**src/rtl/pcs_bip_pkg.sv**
```systemverilog
// Shared constants and arithmetic helpers for the PCS BIP error monitor.
// Helpers work on a fixed 64-bit container; callers size-cast in and out.
package pcs_bip_pkg;

  localparam int N_LANES_DEF = 20;
  localparam int NB_BIP_DEF  = 8;
  localparam int SAT_W       = 64;

  function automatic int unsigned popcount(input logic [SAT_W-1:0] v);
    int unsigned n;
    n = 0;
    for (int i = 0; i < SAT_W; i++) n = n + {31'b0, v[i]};
    return n;
  endfunction

  function automatic logic [SAT_W-1:0] sat_add(input logic [SAT_W-1:0] a,
                                               input logic [SAT_W-1:0] b,
                                               input logic [SAT_W-1:0] max_v);
    logic [SAT_W:0] sum;
    sum = {1'b0, a} + {1'b0, b};
    return (sum > {1'b0, max_v}) ? max_v : sum[SAT_W-1:0];
  endfunction

  function automatic logic add_ovf(input logic [SAT_W-1:0] a,
                                   input logic [SAT_W-1:0] b,
                                   input logic [SAT_W-1:0] max_v);
    logic [SAT_W:0] sum;
    sum = {1'b0, a} + {1'b0, b};
    return sum > {1'b0, max_v};
  endfunction

endpackage

```
**src/rtl/bip_lane_counter.sv**
```systemverilog
// One PCS lane: BIP mismatch popcount, saturating total counter with sticky
// saturation flag, and the windowed error-rate alarm.
module bip_lane_counter
  import pcs_bip_pkg::*;
#(
  parameter int NB_BIP     = NB_BIP_DEF,
  parameter int NB_COUNTER = 32,
  parameter int NB_WINDOW  = 8
) (
  input  logic                  i_clock,
  input  logic                  i_reset,
  input  logic                  i_accept,
  input  logic [NB_BIP-1:0]     i_recv_bip,
  input  logic [NB_BIP-1:0]     i_calc_bip,
  input  logic                  i_clear,
  input  logic                  i_rd_clear,
  input  logic [NB_WINDOW-1:0]  i_window_len,
  input  logic [NB_WINDOW-1:0]  i_err_threshold,
  output logic [NB_COUNTER-1:0] o_count,
  output logic                  o_sat,
  output logic                  o_alarm
);

  localparam int NB_POP = $clog2(NB_BIP + 1);
  localparam logic [SAT_W-1:0] CNT_MAX = SAT_W'({NB_COUNTER{1'b1}});
  localparam logic [SAT_W-1:0] WIN_MAX = SAT_W'({NB_WINDOW{1'b1}});

  logic [NB_POP-1:0]     pop;
  logic [NB_COUNTER-1:0] cnt_base;
  logic [NB_COUNTER-1:0] cnt_next;
  logic                  cnt_ovf;
  logic [NB_WINDOW-1:0]  win_next;
  logic                  win_last;

  logic [NB_COUNTER-1:0] cnt_p1;
  logic                  sat_p1;
  logic [NB_WINDOW-1:0]  win_cnt_p1;
  logic [NB_WINDOW-1:0]  win_err_p1;
  logic                  alarm_p1;

  // A clear-on-read restarts the sum from zero so a same-cycle event is kept.
  always_comb begin
    pop      = NB_POP'(popcount(SAT_W'(i_recv_bip ^ i_calc_bip)));
    cnt_base = i_rd_clear ? '0 : cnt_p1;
    cnt_next = NB_COUNTER'(sat_add(SAT_W'(cnt_base), SAT_W'(pop), CNT_MAX));
    cnt_ovf  = add_ovf(SAT_W'(cnt_base), SAT_W'(pop), CNT_MAX);
    win_next = NB_WINDOW'(sat_add(SAT_W'(win_err_p1), SAT_W'(pop), WIN_MAX));
    win_last = win_cnt_p1 >= (i_window_len - NB_WINDOW'(1));
  end

  // ---- stage p1: lane state ----
  always_ff @(posedge i_clock) begin
    if (i_reset || i_clear) begin
      cnt_p1     <= '0;
      sat_p1     <= 1'b0;
      win_cnt_p1 <= '0;
      win_err_p1 <= '0;
      alarm_p1   <= 1'b0;
    end else begin
      if (i_rd_clear) begin
        cnt_p1 <= i_accept ? cnt_next : '0;
        sat_p1 <= i_accept & cnt_ovf;
      end else if (i_accept) begin
        cnt_p1 <= cnt_next;
        sat_p1 <= sat_p1 | cnt_ovf;
      end

      if (i_window_len == '0) begin
        win_cnt_p1 <= '0;
        win_err_p1 <= '0;
        alarm_p1   <= 1'b0;
      end else if (i_accept) begin
        if (win_last) begin
          alarm_p1   <= win_next >= i_err_threshold;
          win_cnt_p1 <= '0;
          win_err_p1 <= '0;
        end else begin
          win_cnt_p1 <= win_cnt_p1 + NB_WINDOW'(1);
          win_err_p1 <= win_next;
        end
      end
    end
  end

  assign o_count = cnt_p1;
  assign o_sat   = sat_p1;
  assign o_alarm = alarm_p1;

endmodule

```
**src/rtl/bip_error_monitor.sv**
```systemverilog
// Multi-lane BIP error monitor: per-lane counters and alarms behind a
// registered, lane-indexed read port with optional clear-on-read.
module bip_error_monitor
  import pcs_bip_pkg::*;
#(
  parameter int N_LANES    = N_LANES_DEF,
  parameter int NB_BIP     = NB_BIP_DEF,
  parameter int NB_COUNTER = 32,
  parameter int NB_WINDOW  = 8,
  localparam int NB_LANE   = (N_LANES > 1) ? $clog2(N_LANES) : 1
) (
  input  logic                        i_clock,
  input  logic                        i_reset,
  input  logic                        i_enable,
  input  logic [N_LANES-1:0]          i_am_valid,
  input  logic [N_LANES*NB_BIP-1:0]   i_recv_bip,
  input  logic [N_LANES*NB_BIP-1:0]   i_calc_bip,
  input  logic                        i_clear,
  input  logic [NB_WINDOW-1:0]        i_window_len,
  input  logic [NB_WINDOW-1:0]        i_err_threshold,
  input  logic                        i_rd_req,
  input  logic [NB_LANE-1:0]          i_rd_lane,
  input  logic                        i_rd_clear,
  output logic                        o_rd_valid,
  output logic [NB_COUNTER-1:0]       o_rd_data,
  output logic                        o_rd_sat,
  output logic                        o_rd_err,
  output logic [N_LANES-1:0]          o_alarm
);

  localparam logic [NB_LANE:0] LANE_LIMIT = (NB_LANE + 1)'(N_LANES);

  logic [NB_COUNTER-1:0] lane_count [N_LANES];
  logic [N_LANES-1:0]    lane_sat;
  logic [N_LANES-1:0]    lane_accept;
  logic [N_LANES-1:0]    lane_rd_clear;

  logic [NB_COUNTER-1:0] rd_cnt_sel;
  logic                  rd_sat_sel;
  logic                  rd_in_range;

  logic                  rd_vld_p1;
  logic [NB_COUNTER-1:0] rd_data_p1;
  logic                  rd_sat_p1;
  logic                  rd_err_p1;

  for (genvar k = 0; k < N_LANES; k++) begin : g_lane
    assign lane_accept[k]   = i_enable & i_am_valid[k] & ~i_clear;
    assign lane_rd_clear[k] = i_rd_req & i_rd_clear & ~i_clear &
                              (i_rd_lane == NB_LANE'(k));

    bip_lane_counter #(
      .NB_BIP     (NB_BIP),
      .NB_COUNTER (NB_COUNTER),
      .NB_WINDOW  (NB_WINDOW)
    ) u_lane (
      .i_clock         (i_clock),
      .i_reset         (i_reset),
      .i_accept        (lane_accept[k]),
      .i_recv_bip      (i_recv_bip[k*NB_BIP +: NB_BIP]),
      .i_calc_bip      (i_calc_bip[k*NB_BIP +: NB_BIP]),
      .i_clear         (i_clear),
      .i_rd_clear      (lane_rd_clear[k]),
      .i_window_len    (i_window_len),
      .i_err_threshold (i_err_threshold),
      .o_count         (lane_count[k]),
      .o_sat           (lane_sat[k]),
      .o_alarm         (o_alarm[k])
    );
  end

  // Out-of-range lanes match no slot, so the mux falls through to zero.
  always_comb begin
    rd_cnt_sel = '0;
    rd_sat_sel = 1'b0;
    for (int k = 0; k < N_LANES; k++) begin
      if (i_rd_lane == NB_LANE'(k)) begin
        rd_cnt_sel = lane_count[k];
        rd_sat_sel = lane_sat[k];
      end
    end
    rd_in_range = {1'b0, i_rd_lane} < LANE_LIMIT;
  end

  // ---- stage p1: registered read port ----
  always_ff @(posedge i_clock) begin
    if (i_reset) begin
      rd_vld_p1  <= 1'b0;
      rd_err_p1  <= 1'b0;
      rd_data_p1 <= '0;
      rd_sat_p1  <= 1'b0;
    end else begin
      rd_vld_p1  <= i_rd_req;
      rd_err_p1  <= i_rd_req & ~rd_in_range;
      rd_data_p1 <= i_rd_req ? rd_cnt_sel : '0;
      rd_sat_p1  <= i_rd_req & rd_sat_sel;
    end
  end

  assign o_rd_valid = rd_vld_p1;
  assign o_rd_data  = rd_data_p1;
  assign o_rd_sat   = rd_sat_p1;
  assign o_rd_err   = rd_err_p1;

endmodule

```
**config.mk**
```make
export PLATFORM = sky130hd
export DESIGN_NAME = bip_error_monitor
export DESIGN_NICKNAME = d
export VERILOG_FILES = /design/src/rtl/pcs_bip_pkg.sv /design/src/rtl/bip_lane_counter.sv /design/src/rtl/bip_error_monitor.sv
export SDC_FILE = /design/constraint.sdc
export NUM_CORES = 2
export LEC_CHECK = 0
export CAP_MARGIN = 0
export CORE_MARGIN = 2
export CORE_UTILIZATION = 55
export CTS_CLUSTER_DIAMETER = 200
export DETAILED_ROUTE_END_ITERATION = 16
export DONT_BUFFER_PORTS = 1
export HOLD_SLACK_MARGIN = 0.03
export PLACE_DENSITY = 0.73
export SKIP_LAST_GASP = 1
export SLEW_MARGIN = 15
export SYNTH_ARGS = -nofsm -noshare
export SYNTH_HDL_FRONTEND = slang
export SYNTH_SLANG_ARGS = --single-unit
```
**constraint.sdc**
```tcl
create_clock -name i_clock -period 6 [get_ports i_clock]
set_clock_uncertainty 0.15 [all_clocks]
set_input_delay 0 -clock i_clock [delete_from_list [all_inputs] [get_ports i_clock]]
set_output_delay 0 -clock i_clock [all_outputs]
set_load 0.005 [all_outputs]
```
==> impl_metrics.env <==
export IMPL_antenna_found_initial=18
export IMPL_ant_nets=0
export IMPL_path_clk_slew_ns=0.06
export IMPL_yosys_register_bits=1035
export IMPL_leakagePower_nw=29.4
export IMPL_gp_congestion=1.06
export IMPL_regToRegEndpoint="g_lane[19].u_lane.o_count[19]"
export IMPL_cts_tree="built"
export IMPL_ff2ff_path_depth=13
export IMPL_hpwl_mm=201
export IMPL_path_common_cell="fa_1"
export IMPL_relSlewSlack=0.116
export IMPL_grt_max_degree=123
export IMPL_cp_num_buf_inv=4
export IMPL_ys_warnings_count=0
export IMPL_critPathTopFamily="adder cells"
export IMPL_ys_seq_area_frac=0.286
export IMPL_mostFrequentLayoutCell="dfxtp_1"
export IMPL_mostFrequentLayoutCells="dfxtp_1, nand2_1, nor2_1, ha_1, a21oi_1"
export IMPL_core_um2=131000
export IMPL_path_class="in -> reg"
export IMPL_port_buffers=0
export IMPL_drv_slew=0
export IMPL_r2r_slack_ns=1.74
export IMPL_avgSynthCellArea_um2=8.12
export IMPL_grt_pass1_wl_mm=418
export IMPL_p_sw_frac=0.316
export IMPL_worst_slew_pin_slew_ns=1.32
export IMPL_worstHoldPathType="in -> reg"
export IMPL_netlist_area_um2=72500
export IMPL_numCtsBuffers=118
export IMPL_rows=133
export IMPL_p_comb_frac=0.268
export IMPL_cts_sink_count=1035
export IMPL_synth_flop_cell="dfxtp_1"
export IMPL_dieArea_um2=135000
export IMPL_initial_core_util=0.553
export IMPL_slowest_delay_ns=0.61
export IMPL_finalCriticalPeriod_ns=5.68
export IMPL_critPathLaunch="i_recv_bip[38]"
export IMPL_cp_arrival_ns=6.15
export IMPL_drt_initial_drc_count=9238
export IMPL_cp_end_kind="flop"
export IMPL_route_vias_total=72300
export IMPL_hold_violations=0
export IMPL_status="finished clean"
export IMPL_drive_gt1_frac=0.0607
export IMPL_grt_pass1_vias=67500
export IMPL_die_h_um=367
export IMPL_syn_num_nets=9972
export IMPL_fin_crit_sh=0.947
export IMPL_grt_total_usage=0.401
export IMPL_io_pins=422
export IMPL_required_ns=6.46
export IMPL_drc=0
export IMPL_ys_types=102
export IMPL_fmax_mhz=176
export IMPL_h_tree_depth=3
export IMPL_crit_chain="dlygate4sd3_1, xnor2_1, dlygate4sd3_1, fa_1, fa_1, dlygate4sd3_1, fa_1, inv_1, fa_1, a21o_1, a21oi_1, nor3b_1, nor2_1, ha_1, nand2b_1, a211oi_1, o31ai_1, a211oi_1, o2111a_1, nor3_1"
export IMPL_fp_dieW_um=367
export IMPL_endpoint="g_lane[4].u_lane.o_alarm"
export IMPL_rsz0062_at_grt="false"
export IMPL_cts_resized=0
export IMPL_switchingPower_mw=6.38
export IMPL_path_max_fanout=6
export IMPL_intPower_mw=13.8
export IMPL_synth_cells=8923
export IMPL_cts_buffer_depth=3
export IMPL_powerDensity_nw_per_um2=253
export IMPL_synth_edf_count=0
export IMPL_setup_viol=0
export IMPL_cp_depth=20
export IMPL_via_per_inst=6.73
export IMPL_cap_violations=0
export IMPL_ir_drop_v=0.000255
export IMPL_syn2layout_area_growth_pct=10.2
export IMPL_drt_wl_total_mm=281
export IMPL_detail_route_first_pass_iterations=9
export IMPL_clock_power_share=0.388
export IMPL_reg2reg_from="g_lane[19].u_lane.o_count[0]"
export IMPL_seq_power_share=0.345
export IMPL_cts_root_buf="clkbuf_16"
export IMPL_post_drt_wl_per_cell_um=26.1
export IMPL_finish_utilization=0.609
export IMPL_nets=9925
export IMPL_crit_slowest_cell="dlygate4sd3_1"
export IMPL_grt_ovfl_total=0
export IMPL_clk_insertion_delay_late_ns=0.77
export IMPL_postSynth_asyncResetShare=0
export IMPL_setup_tns_final_ns=0
export IMPL_start_kind="input port"
through the flow:
step / total power [mW] / setup slack (ns) / hold slack, ns / std cells / cell area [um2]
floorplan: 10.7 / 0.516 / 0.114 / 8923 / 72500
global placement: 11.9 / 0.333 / -0.00378 / 10400 / 74000
detailed placement: 12.0 / 0.261 / 0.00158 / 10400 / 74000
CTS: 20.1 / 0.541 / 0.0301 / 10700 / 79800
global route: 21.1 / 0.110 / 0.0379 / 10700 / 79800
finish: 20.2 / 0.318 / 0.0239 / 10700 / 79800
worst reg2reg max path, delay by kind of cell, from the launching register on:
kind	cells	cell delay, ns
buffers and inverters	4	1.46
AND/OR/NAND/NOR	4	1.24
adder cells (fa/ha/maj)	2	0.59
flip-flops	1	0.41
AO/OA/AOI/OAI	3	0.38
routing by layer:
metal  track usage  vias to the layer above  share of wire
met1         0.509                    34300           0.38
met4         0.262                       12          0.077
li1              -                    32700              -
met5             0                        -        0.00025
met3        0.0993                     1005           0.11
met2         0.604                     4289           0.43
how the worst min path moves through the flow:
stage | endpoint | start | cells after the start
3_3_place_gp | o_rd_err | i_rd_lane[2] | 1
6_report | g_lane[17].u_lane.o_count[1] | i_recv_bip[143] | 5
2_1_floorplan | g_lane[16].u_lane.win_err_p1[2] | i_am_valid[16] | 3
5_1_grt | o_rd_data[17] | i_rd_lane[1] | 4
3_5_place_dp | o_rd_err | i_rd_lane[2] | 1
4_1_cts | g_lane[4].u_lane.o_count[1] | i_calc_bip[39] | 5
cell usage after synthesis, types with 25 or more instances:
master       n  area, um2
buf_1       43        161
nor4b_1     26        228
and3_1     148        926
o21bai_1    28        210
nor3b_1     36        270
dfxtp_1   1035      20700
nand4_1    240       1500
o211ai_1    34        255
a21oi_1    518       2590
and2_1     105        657
a221oi_1    33        289
o22ai_1     84        526
buf_2       61        305
buf_4       25        188
xor2_1     336       2940
a21o_1      84        631
o31ai_1     49        368
and4_1      90        788
xnor2_1    372       3260
nor2_1     743       2790
nand2b_1   108        676
nand2_1    774       2910
a211o_1     34        298
or3_1       46        288
a31oi_1    103        644
clkbuf_1   333       1250
a22oi_1     75        563
inv_1      282       1060
mux2_2      51        574
a311oi_1    66        578
nor3_1     426       2130
or2_2       41        257
o21ai_0    509       2550
nor4_1     109        682
fa_1       120       2400
a211oi_1   204       1530
mux2i_1     53        531
nand3_1    355       1780
o21a_1      78        586
ha_1       562       7030
nor2b_1     83        519
power by group through the flow:
stage | registers, mW | logic [mW] | clock network [mW]
5_1_grt | 6.96 | 6.06 | 8.12
2_1_floorplan | 7.09 | 3.64 | 0
4_1_cts | 6.96 | 5.31 | 7.86
3_3_place_gp | 7.11 | 4.76 | 0
3_5_place_dp | 7.11 | 4.93 | 0
6_report | 6.96 | 5.40 | 7.82
repair_timing:
action	in CTS	in global routing
endpoints found under the hold margin	842	1
setup buffers	0	0
hold buffers	151	1
logic make-up after synthesis:
kind of cell / count (synthesis) / share of synthesized area
flops: 1035 / 0.286
compound gates: 2172 / 0.195
simple gates: 3466 / 0.244
mux: 114 / 0.0184
fa+ha+maj: 682 / 0.130
xor+xnor: 708 / 0.0856
buf+inv: 746 / 0.0411
sequential cells by signal (all words and copies together), names as in the netlist:
register                  count
g_lane.u_lane.o_count       640
o_rd_valid                    1
g_lane.u_lane.o_sat          20
o_rd_err                      1
g_lane.u_lane.win_cnt_p1    160
o_rd_data                    32
o_rd_sat                      1
g_lane.u_lane.win_err_p1    160
g_lane.u_lane.o_alarm        20
area by class of cell:
class / count / area, um2
fillers: 11600 / 51300
multi-input cells: 7142 / 48900
flip-flops and latches: 1035 / 20700
clock buffers: 166 / 3450
repair buffers: 297 / 2790
well taps: 1755 / 2200
inverters: 282 / 1060
clock inverters: 53 / 691
diodes: 10 / 25.0
Power figures use the tool's default switching activity.
